### src/rtl/pet_feeder_dispense_ctrl_pkg.sv
// Shared definitions for the pet feeder dispense controller: state encoding and count widths.
package pet_feeder_dispense_ctrl_pkg;

    typedef enum logic [1:0] {
        ST_IDLE     = 2'd0,
        ST_RUN      = 2'd1,
        ST_COOLDOWN = 2'd2,
        ST_FAULT    = 2'd3
    } state_e;

    localparam int PCNT_W   = 8;
    localparam int PTODAY_W = 8;

    // Daily total sticks at all-ones instead of wrapping.
    function automatic logic [PTODAY_W-1:0] sat_inc(input logic [PTODAY_W-1:0] v);
        return (&v) ? v : v + PTODAY_W'(1);
    endfunction

endpackage

### src/rtl/pet_feeder_dispense_ctrl_timer.sv
// Loadable down-counter that stops at zero; serves as the jam timer in RUN and the cooldown timer.
module pet_feeder_timer #(
    parameter int CNT_W = 16
) (
    input  logic             clk,
    input  logic             rst,
    input  logic             load_i,
    input  logic [CNT_W-1:0] load_val_i,
    output logic             zero_o
);

    logic [CNT_W-1:0] count_q;

    always_ff @(posedge clk or negedge rst) begin
        if (!rst) begin
            count_q <= '0;
        end else if (load_i) begin
            count_q <= load_val_i;
        end else if (count_q != '0) begin
            count_q <= count_q - CNT_W'(1);
        end
    end

    assign zero_o = (count_q == '0);

endmodule

### src/rtl/pet_feeder_dispense_ctrl.sv
// Dispense sequencer: arbitrates scheduled/manual requests, runs the motor for a portion count,
// handles bowl-full, jam timeout and cooldown. PET_FEEDER_DAILY_LIMIT_EN adds a daily cap
// with a midnight clear of the portion total.
module pet_feeder_dispense_ctrl
    import pet_feeder_dispense_ctrl_pkg::*;
#(
    parameter int SCHED_PORTIONS  = 2,
    parameter int MANUAL_PORTIONS = 1,
    parameter int JAM_TIMEOUT     = 1000,
    parameter int COOLDOWN_CYCLES = 500,
    parameter int DAILY_LIMIT     = 8,
    parameter int CNT_W           = 16
) (
    input  logic                clk,
    input  logic                rst,
    input  logic                enable,
    input  logic                sched_req,
    input  logic                manual_req,
    input  logic                portion_pulse,
    input  logic                bowl_full,
    input  logic                fault_clr,
    input  logic [4:0]          hour,
    input  logic [5:0]          minute,
    output logic                motor_on,
    output logic                busy,
    output logic                done,
    output logic                jam_fault,
    output logic [PTODAY_W-1:0] portions_today
);

    localparam logic [CNT_W-1:0]  JAM_V   = CNT_W'(JAM_TIMEOUT);
    localparam logic [CNT_W-1:0]  COOL_V  = CNT_W'(COOLDOWN_CYCLES);
    localparam logic [PCNT_W-1:0] SCHED_V = PCNT_W'(SCHED_PORTIONS);
    localparam logic [PCNT_W-1:0] MAN_V   = PCNT_W'(MANUAL_PORTIONS);

    state_e              state_q, state_d;
    logic                motor_q, motor_d;
    logic                busy_q, busy_d;
    logic                done_q, done_d;
    logic                jam_q, jam_d;
    logic                pend_q, pend_d;
    logic [PCNT_W-1:0]   tgt_q, tgt_d;
    logic [PCNT_W-1:0]   cnt_q, cnt_d;
    logic [PTODAY_W-1:0] ptoday_q, ptoday_d;

    logic                tmr_load, tmr_zero;
    logic [CNT_W-1:0]    tmr_val;
    logic                req_any, limit_ok, midnight, reached;
    logic [PCNT_W-1:0]   base_tgt, req_tgt, cnt_inc;

    assign req_any  = pend_q | sched_req | manual_req;
    assign base_tgt = (pend_q | sched_req) ? SCHED_V : MAN_V;
    assign cnt_inc  = cnt_q + PCNT_W'(portion_pulse);
    assign reached  = (cnt_inc >= tgt_q);

`ifdef PET_FEEDER_DAILY_LIMIT_EN
    localparam logic [PTODAY_W-1:0] LIMIT_V = PTODAY_W'(DAILY_LIMIT);
    logic [PTODAY_W-1:0] remain;
    logic                mid_now, mid_q;

    assign limit_ok = (ptoday_q < LIMIT_V);
    assign remain   = LIMIT_V - ptoday_q;
    assign req_tgt  = (base_tgt < remain) ? base_tgt : remain;
    assign mid_now  = (hour == 5'd0) && (minute == 6'd0);
    assign midnight = mid_now & ~mid_q;

    always_ff @(posedge clk or negedge rst) begin
        if (!rst) mid_q <= 1'b0;
        else      mid_q <= mid_now;
    end
`else
    localparam int unused_limit = DAILY_LIMIT;
    logic unused_time;
    assign unused_time = ^{hour, minute};
    assign limit_ok    = 1'b1;
    assign req_tgt     = base_tgt;
    assign midnight    = 1'b0;
`endif

    pet_feeder_timer #(.CNT_W(CNT_W)) u_timer (
        .clk        (clk),
        .rst        (rst),
        .load_i     (tmr_load),
        .load_val_i (tmr_val),
        .zero_o     (tmr_zero)
    );

    always_comb begin
        state_d  = state_q;
        motor_d  = motor_q;
        done_d   = 1'b0;
        jam_d    = jam_q;
        pend_d   = pend_q;
        tgt_d    = tgt_q;
        cnt_d    = cnt_q;
        ptoday_d = ptoday_q;
        tmr_load = 1'b0;
        tmr_val  = JAM_V;
        case (state_q)
            ST_IDLE: begin
                if (enable && req_any && limit_ok) begin
                    state_d  = ST_RUN;
                    motor_d  = 1'b1;
                    tgt_d    = req_tgt;
                    cnt_d    = '0;
                    pend_d   = 1'b0;
                    tmr_load = 1'b1;
                end
            end
            ST_RUN: begin
                if (sched_req) pend_d = 1'b1;
                if (portion_pulse) begin
                    cnt_d    = cnt_inc;
                    ptoday_d = sat_inc(ptoday_q);
                    tmr_load = 1'b1;
                end
                // enable=0 outranks completion, which outranks a jam
                if (!enable) begin
                    state_d = ST_IDLE;
                    motor_d = 1'b0;
                    pend_d  = 1'b0;
                end else if (reached || bowl_full) begin
                    state_d  = ST_COOLDOWN;
                    motor_d  = 1'b0;
                    done_d   = 1'b1;
                    tmr_load = 1'b1;
                    tmr_val  = COOL_V;
                end else if (tmr_zero && !portion_pulse) begin
                    state_d = ST_FAULT;
                    motor_d = 1'b0;
                    jam_d   = 1'b1;
                end
            end
            ST_COOLDOWN: begin
                if (sched_req) pend_d = 1'b1;
                if (tmr_zero)  state_d = ST_IDLE;
            end
            ST_FAULT: begin
                if (fault_clr) begin
                    state_d = ST_IDLE;
                    jam_d   = 1'b0;
                    pend_d  = 1'b0;
                end
            end
            default: state_d = ST_IDLE;
        endcase
        if (midnight) ptoday_d = '0;
        busy_d = (state_d != ST_IDLE);
    end

    always_ff @(posedge clk or negedge rst) begin
        if (!rst) begin
            state_q  <= ST_IDLE;
            motor_q  <= 1'b0;
            busy_q   <= 1'b0;
            done_q   <= 1'b0;
            jam_q    <= 1'b0;
            pend_q   <= 1'b0;
            tgt_q    <= '0;
            cnt_q    <= '0;
            ptoday_q <= '0;
        end else begin
            state_q  <= state_d;
            motor_q  <= motor_d;
            busy_q   <= busy_d;
            done_q   <= done_d;
            jam_q    <= jam_d;
            pend_q   <= pend_d;
            tgt_q    <= tgt_d;
            cnt_q    <= cnt_d;
            ptoday_q <= ptoday_d;
        end
    end

    assign motor_on       = motor_q;
    assign busy           = busy_q;
    assign done           = done_q;
    assign jam_fault      = jam_q;
    assign portions_today = ptoday_q;

endmodule
### config.mk
export PLATFORM = sky130hd
export DESIGN_NAME = pet_feeder_dispense_ctrl
export DESIGN_NICKNAME = d
export VERILOG_FILES = /design/src/rtl/pet_feeder_dispense_ctrl_pkg.sv /design/src/rtl/pet_feeder_dispense_ctrl_timer.sv /design/src/rtl/pet_feeder_dispense_ctrl.sv
export SDC_FILE = /design/constraint.sdc
export NUM_CORES = 1
export LEC_CHECK = 0
export CORE_UTILIZATION = 45
export CTS_BUF_LIST = sky130_fd_sc_hd__clkbuf_16
export DETAILED_ROUTE_END_ITERATION = 7
export PLACE_DENSITY = 0.68
export SYNTH_ARGS = -nofsm -noshare
export SYNTH_HDL_FRONTEND = slang
export SYNTH_SLANG_ARGS = --single-unit
### constraint.sdc
create_clock -name clk -period 5.6 [get_ports clk]
set_input_delay 1.12 -clock clk [delete_from_list [all_inputs] [get_ports clk]]
set_output_delay 1.12 -clock clk [all_outputs]
set_load 0.02 [all_outputs]
==> flow_metrics.py <==
metrics = {
    "placement": {
        "finalWeightedCongestion": 0.812,
        "portBuffers": 19,
        "dp_slack_ns": 1.60,
        "dpl.hpwl_um": 3080,
    },
    "setup_path": {
        "critPathKind": "input pin to flip-flop",
        "cp.arrival_ns": 3.87,
        "startpoint": "portion_pulse",
        "cp_max_fo": 7,
        "path_cells": "clkdlybuf4s50_1 -> ha_1 -> ha_1 -> ha_1 -> a2111oi_0 -> o211a_1 -> nor2_1 -> nor2_1 -> nand3_1",
        "r2r_slack_ns": 2.95,
        "crit_top_cell": "ha_1",
        "cp-end-kind": "flip-flop",
        "reg2reg_to": "u_timer.count_q[5]$_DFFE_PN0P_",
        "startpoint_type": "input pin",
        "critPathTopFamily": "adder cells",
        "reg2reg_depth": 8,
        "cp_slowest_stage_delay_ns": 0.53,
        "reg2reg_from": "cnt_q[0]$_DFFE_PN0P_",
        "cp.required_ns": 5.74,
        "critPathBufInv": 1,
        "cp.depth": 9,
        "crit_end": "u_timer.count_q[5]$_DFFE_PN0P_",
        "crit_path_top_delay_cell": "clkdlybuf4s50_1",
    },
    "clock_network": {
        "cts_root_buf": "clkbuf_16",
        "clk_pin_slew_ns": 0.06,
        "insertion_delay_ns": 0.28,
        "cts_tree": "built",
        "cts_hold_buffers": 0,
        "clock_path_buffers": 2,
        "cts_sinks": 41,
        "htree_levels": 2,
        "post_cts_buffers": 0,
        "cts_resized": 0,
        "cts_made_buffers": 5,
    },
    "synthesis": {
        "yosysWarnings": 0,
        "yosysTopAreaCellShare_pct": 46.1,
        "ys_seq_area_share_pct": 46.1,
        "synth_cells": 237,
        "synth_edf_count": 0,
        "synth_ff_type": "dfrtp_1",
        "synth_area_leader_cell": "dfrtp_1",
        "netlist_top_cells_area": "dfrtp_1, ha_1, xnor2_1",
        "synth_area_sq_um": 2220,
        "async_reset_ff_share_pct": 100,
        "synth_nets": 267,
        "syn_area_per_cell_sq_um": 9.38,
        "synth_seq_cells": 41,
        "synthDistinctLibCells": 44,
    },
    "detailed_routing": {
        "vias_per_cell": 5.41,
        "vias": 1769,
        "wl_per_cell_um": 13.3,
        "dr.first_iter.drc_count": 113,
        "dr.pass1.iters": 4,
        "finalWirelength_um": 4370,
        "drc_errors": 0,
        "ant_nets": 0,
    },
    "cells_and_area": {
        "fill_cells": 420,
        "drive_gt1_share_pct": 4.23,
        "final_common_cell": "dfrtp_1",
        "nNetsFinal": 290,
        "antenna_cells": 0,
        "area_growth_pct": 17.2,
        "layout_common_cells": "dfrtp_1, nand2_1, nor2_1",
    },
    "flow_run": {
        "maxCapViolations": 0,
    },
    "global_route": {
        "grt_max_degree": 42,
        "antenna_found_initial": 0,
        "grt.overflow.total": 0,
        "grt_pass1_vias": 1572,
        "track_usage_pct": 18.6,
        "grt_pass1_wl_um": 7420,
    },
    "pwr": {
        "power_density_nw_per_um2": 431,
        "clock_power_share_pct": 23.7,
        "vdd_drop_max_mv": 0.251,
        "power.switching_uw": 417,
        "p_int_uw": 708,
        "p_comb_share_pct": 37.8,
        "power.switching_fraction_pct": 37.0,
        "p_leak_uw": 0.00115,
        "seqPwrFrac_pct": 38.5,
    },
    "sta": {
        "setup_violations": 0,
        "slew_headroom_pct": 39.4,
        "final-hold-violation-count": 0,
        "period_needed_ns": 3.73,
        "skew_ns": 0.00236,
        "final_max_slew_viol_count": 0,
        "fin_tns_setup_ns": 0,
        "tightest_slew_ns": 0.909,
        "layout_worst_path_cycle_share_pct": 66.7,
        "max_freq_mhz": 268,
        "fin_ws_ns": 1.87,
        "grt_setup_unrepaired": "no",
    },
    "die": {
        "die_w_um": 72.3,
        "ios": 31,
        "row_count": 25,
        "die-area_sq_um": 5230,
        "core-area_sq_um": 4720,
        "die_h_um": 72.3,
        "initial_core_util_pct": 47.1,
    },
    "run_status": {
        "outcome": "finished, final reports clean",
    },
    "min_path": {
        "hp-class": "flip-flop to flip-flop",
    },
}
## logic make-up after synthesis
group	after synthesis	synth area share, %
compound gates	58	16.8
flops	41	46.1
simple gates	98	21.1
buf+inv	9	1.86
fa+ha+maj	11	6.19
xor+xnor	20	7.88
## metrics by stage
stage	util [%]	area (sq um)	cells	hold WS (ns)	power (uW)
after floorplan	-	2220	237	0.454	724
after global placement	52.4	2470	320	0.470	857
after detailed placement	52.4	2470	320	0.479	860
after CTS	55.2	2610	327	0.492	1130
after global routing	55.2	2610	327	0.513	1200
final	55.2	2610	327	0.489	1120
## sequential cells by signal, indices dropped and copies added (netlist names)
register and cells:
pend_q 1, portions_today 8, busy 1, tgt_q 2
jam_fault 1, done 1, motor_on 1, cnt_q 8
state_q 2, u_timer.count_q 16
## area by class of cell
class	instances	area, sq um	area share, %
Multi-Input combinational cell	187	1160	44.4
Tap cell	67	83.8	3.22
Sequential cell	41	1030	39.4
Inverter	6	22.5	0.864
Clock buffer	5	125	4.80
Clock inverter	2	7.51	0.288
Timing Repair Buffer	19	185	7.11
## synthesized netlist by cell type (3+ instances only)
cell     count
a21oi_1     11
and2_1       4
and3_1       3
dfrtp_1     41
ha_1        11
inv_1        6
nand2_1     27
nand3_1     10
nand4_1      3
nor2_1      27
nor3_1       6
nor4_1       3
o21ai_0     17
o31ai_1      5
or3_1        6
xnor2_1     13
xor2_1       7
## per-layer routing
| metal | vias to the layer above | global-route usage (%) | share of wire, % |
|---|---|---|---|
| met5 | - | 0 | 0 |
| met4 | 0 | 7.84 | 1.8 |
| met3 | 6 | 4.17 | 2.6 |
| met2 | 19 | 27.0 | 43 |
| met1 | 850 | 26.7 | 53 |
| li1 | 894 | - | - |
## how the worst min path moves through the flow
stage	endpoint	from	depth (start not counted)
6_report	cnt_q[0]$_DFFE_PN0P_	cnt_q[0]$_DFFE_PN0P_	2
5_1_grt	portions_today[6]$_DFFE_PN0P_	portions_today[6]$_DFFE_PN0P_	1
4_1_cts	tgt_q[0]$_DFFE_PN0P_	tgt_q[0]$_DFFE_PN0P_	1
3_5_place_dp	tgt_q[0]$_DFFE_PN0P_	tgt_q[0]$_DFFE_PN0P_	1
3_3_place_gp	cnt_q[0]$_DFFE_PN0P_	cnt_q[0]$_DFFE_PN0P_	2
2_1_floorplan	cnt_q[0]$_DFFE_PN0P_	cnt_q[0]$_DFFE_PN0P_	2
## worst reg2reg max path, stage by stage, from the launching register on
cell       delay [ns]
dfrtp_1          0.37
ha_1             0.22
ha_1             0.30
ha_1             0.27
a2111oi_0        0.39
o211a_1          0.38
nor2_1           0.18
nor2_1           0.28
nand3_1          0.10
## power groups by stage
| stage | Combinational [uW] | Sequential (uW) | Clock [uW] |
|---|---|---|---|
| 4_1_cts | 428 | 433 | 274 |
| 2_1_floorplan | 265 | 459 | 0 |
| 5_1_grt | 478 | 445 | 282 |
| 6_report | 425 | 433 | 267 |
| 3_5_place_dp | 423 | 437 | 0 |
| 3_3_place_gp | 420 | 437 | 0 |
Power figures use the tool's default switching activity.
==> patch: new RTL, config.mk and constraints unchanged <==
The option `PET_FEEDER_DAILY_LIMIT_EN` is turned on by a define.
--- a/src/rtl/pet_feeder_dispense_ctrl.sv
+++ b/src/rtl/pet_feeder_dispense_ctrl.sv
@@ -1,6 +1,8 @@
 // Dispense sequencer: arbitrates scheduled/manual requests, runs the motor for a portion count,
 // handles bowl-full, jam timeout and cooldown. PET_FEEDER_DAILY_LIMIT_EN adds a daily cap
 // with a midnight clear of the portion total.
+`define PET_FEEDER_DAILY_LIMIT_EN
+
 module pet_feeder_dispense_ctrl
     import pet_feeder_dispense_ctrl_pkg::*;
 #(
Behaviour: not the same (Yosys sat finds a counterexample within 4 cycles, from zero or initial values and one cycle with rst low).
==> patch against the original RTL <==
- worst hold slack improved by 0.00071 ns
- fmax fell by 11%
- area after synthesis up 25%
- final area grew 27%
- clock skew up 0.0046 ns
- setup slack got worse by 0.44 ns
- register-to-register slack got worse by 0.35 ns
- routed wire length grew 32%
- critical endpoint is now u_timer.count_q[1]$_DFFE_PN0P_
- cell count up 26%
- non-clock buffer count rose by 13
- sequential cell count up 7
Power is not compared: it rests on default switching activity, and its combinational part moved more than twofold at a synthesized area within 25%.
==> patch: results (changes against the original RTL) <==
- DP HPWL: 4116 um (+34%)
- Min-delay src: tgt_q[1]$_DFFE_PN0P_
- GRT overflow: 0 (unchanged)
- First-pass GRT wire length: 9942 um (+34%)
- Hold endpoint: tgt_q[1]$_DFFE_PN0P_
- Slew margin rel.: 40.85% (+1.4 points)
- Reg2reg setup slack: 2.60 ns (-0.35 ns)
- Outcome: finished clean
- Pin count of the biggest net entering global routing: 49 (+17%)
- Clock skew: 0.006931 ns (+0.004567 ns)
- Share of cells above drive strength 1: 7.143% (+2.9 points)
- Initial antenna violation count: 0 (unchanged)
- Final wirelength: 5764 um (+32%)
- Hold_ws: 0.4896 ns (+0.0007140 ns)
- Placer Congestion: 0.8328 (+2.5%)
- Number of synthesized flops with an enable pin: 0 (unchanged)
- Post-synthesis sequential area ratio: 43.24% (-2.9 points)
- Hold-critical path depth: 2 (unchanged)
- CTS resizes: 0 (unchanged)
- YS warnings: 0 (unchanged)
- Max VDD drop: 137.2 uV
- Dominant cells by area after synthesis: dfrtp_1, ha_1, nor2_1
- Biggest register: u_timer.count_q
- Setup tns final: 0 ns (unchanged)
- Postcts setup bufs: 0 (unchanged)
- DRT iter0 DRCs: 143 (+27%)
- Crit Reg-Reg Startpoint: cnt_q[0]$_DFFE_PN0P_
- Leakage: 1.475 nW
- Critical path peak fanout: 8 (+1)
- Pre-antenna DRT Iters: 4 (unchanged)
- Yosys cell types: 44 (unchanged)
- GRT Total Usage: 19.98% (+1.4 points)
- Nets: 372 (+28%)
- Critical Path AT: 4.38 ns (+0.51 ns)
- Vias per cell: 5.416 (+0.12%)
- Reg2Reg Capture Point: u_timer.count_q[1]$_DFFE_PN0P_
- Reg2Reg Depth: 12 (+4)
- Synth top cells by count: dfrtp_1, nor2_1, nand2_1
- Syn Nets: 340 (+27%)
- Root Buffer: clkbuf_16
- Vias in the first global route: 2113 (+34%)
- Buffers added on ports: 30 (+11)
- Inserted Clock Buffers: 5 (unchanged)
==> patch: critical path: stages <==
cell             delay (ns)
clkdlybuf4s50_1        0.63
ha_1                   0.24
ha_1                   0.23
nand3_1                0.14
nor2_1                 0.15
xor2_1                 0.21
ha_1                   0.28
a21o_1                 0.18
a211oi_1               0.26
o31ai_1                0.18
nand3_1                0.17
nand3_1                0.30
a211oi_1               0.29
==> patch: report_power, final <==
part / switching (mW) / internal, mW / leakage (nW)
registers: 0.0559 / 0.391 / 0.604
logic: 0.0875 / 0.0858 / 0.797
clock network: 0.131 / 0.165 / 0.0736
==> patch: how the worst max path moves through the flow <==
stage | startpoint | to | slack (ns) | cells after the start
finish | portion_pulse | u_timer.count_q[1]$_DFFE_PN0P_ | 1.42 | 13
detailed placement | portion_pulse | u_timer.count_q[1]$_DFFE_PN0P_ | 1.17 | 13
global route | portion_pulse | u_timer.count_q[1]$_DFFE_PN0P_ | 1.12 | 13
CTS | portion_pulse | u_timer.count_q[1]$_DFFE_PN0P_ | 1.45 | 13
global placement | portion_pulse | u_timer.count_q[1]$_DFFE_PN0P_ | 1.29 | 13
floorplan | portion_pulse | motor_on$_DFFE_PN0P_ | 2.19 | 12
==> patch: cells by family (layout without fill, tap and decap cells) <==
kind of cell	Yosys count	in the layout	share of synthesized area [%]
compound gates	50	50	12.30
xor+xnor	24	24	7.568
fa+ha+maj	18	18	8.108
buf+inv	28	61	3.784
flops	48	48	43.24
mux	2	2	0.7207
simple gates	133	133	24.28
==> patch: per-stage QoR <==
stage / total power [mW] / cell area (sq um) / util [%] / instances / setup slack (ns)
2_1_floorplan: 0.5629 / 2778 / - / 303 / 2.188
3_3_place_gp: 0.6230 / 3156 / 53.30 / 403 / 1.286
3_5_place_dp: 0.6268 / 3156 / 53.30 / 403 / 1.166
4_1_cts: 0.9267 / 3299 / 55.73 / 411 / 1.454
5_1_grt: 0.9742 / 3299 / 55.73 / 411 / 1.124
6_report: 0.9158 / 3299 / 55.73 / 411 / 1.424
==> patch: cell type report <==
class                      instances  area [sq um]
tap                               75         93.84
timing repair buffer              32         310.3
sequential                        48          1201
multi-input combinational        227          1471
fill                             524          2621
clock buffer                       5         125.1
inverter                          21         78.83
clock inverter                     3         18.77
==> patch: per-layer routing <==
layer	track usage, %	routed length [um]	up-vias
met2	33.05	2676	45
met1	26.50	2776	1060
met3	4.205	269	5
met5	0	0	-
li1	-	-	1116
met4	4.821	42	0
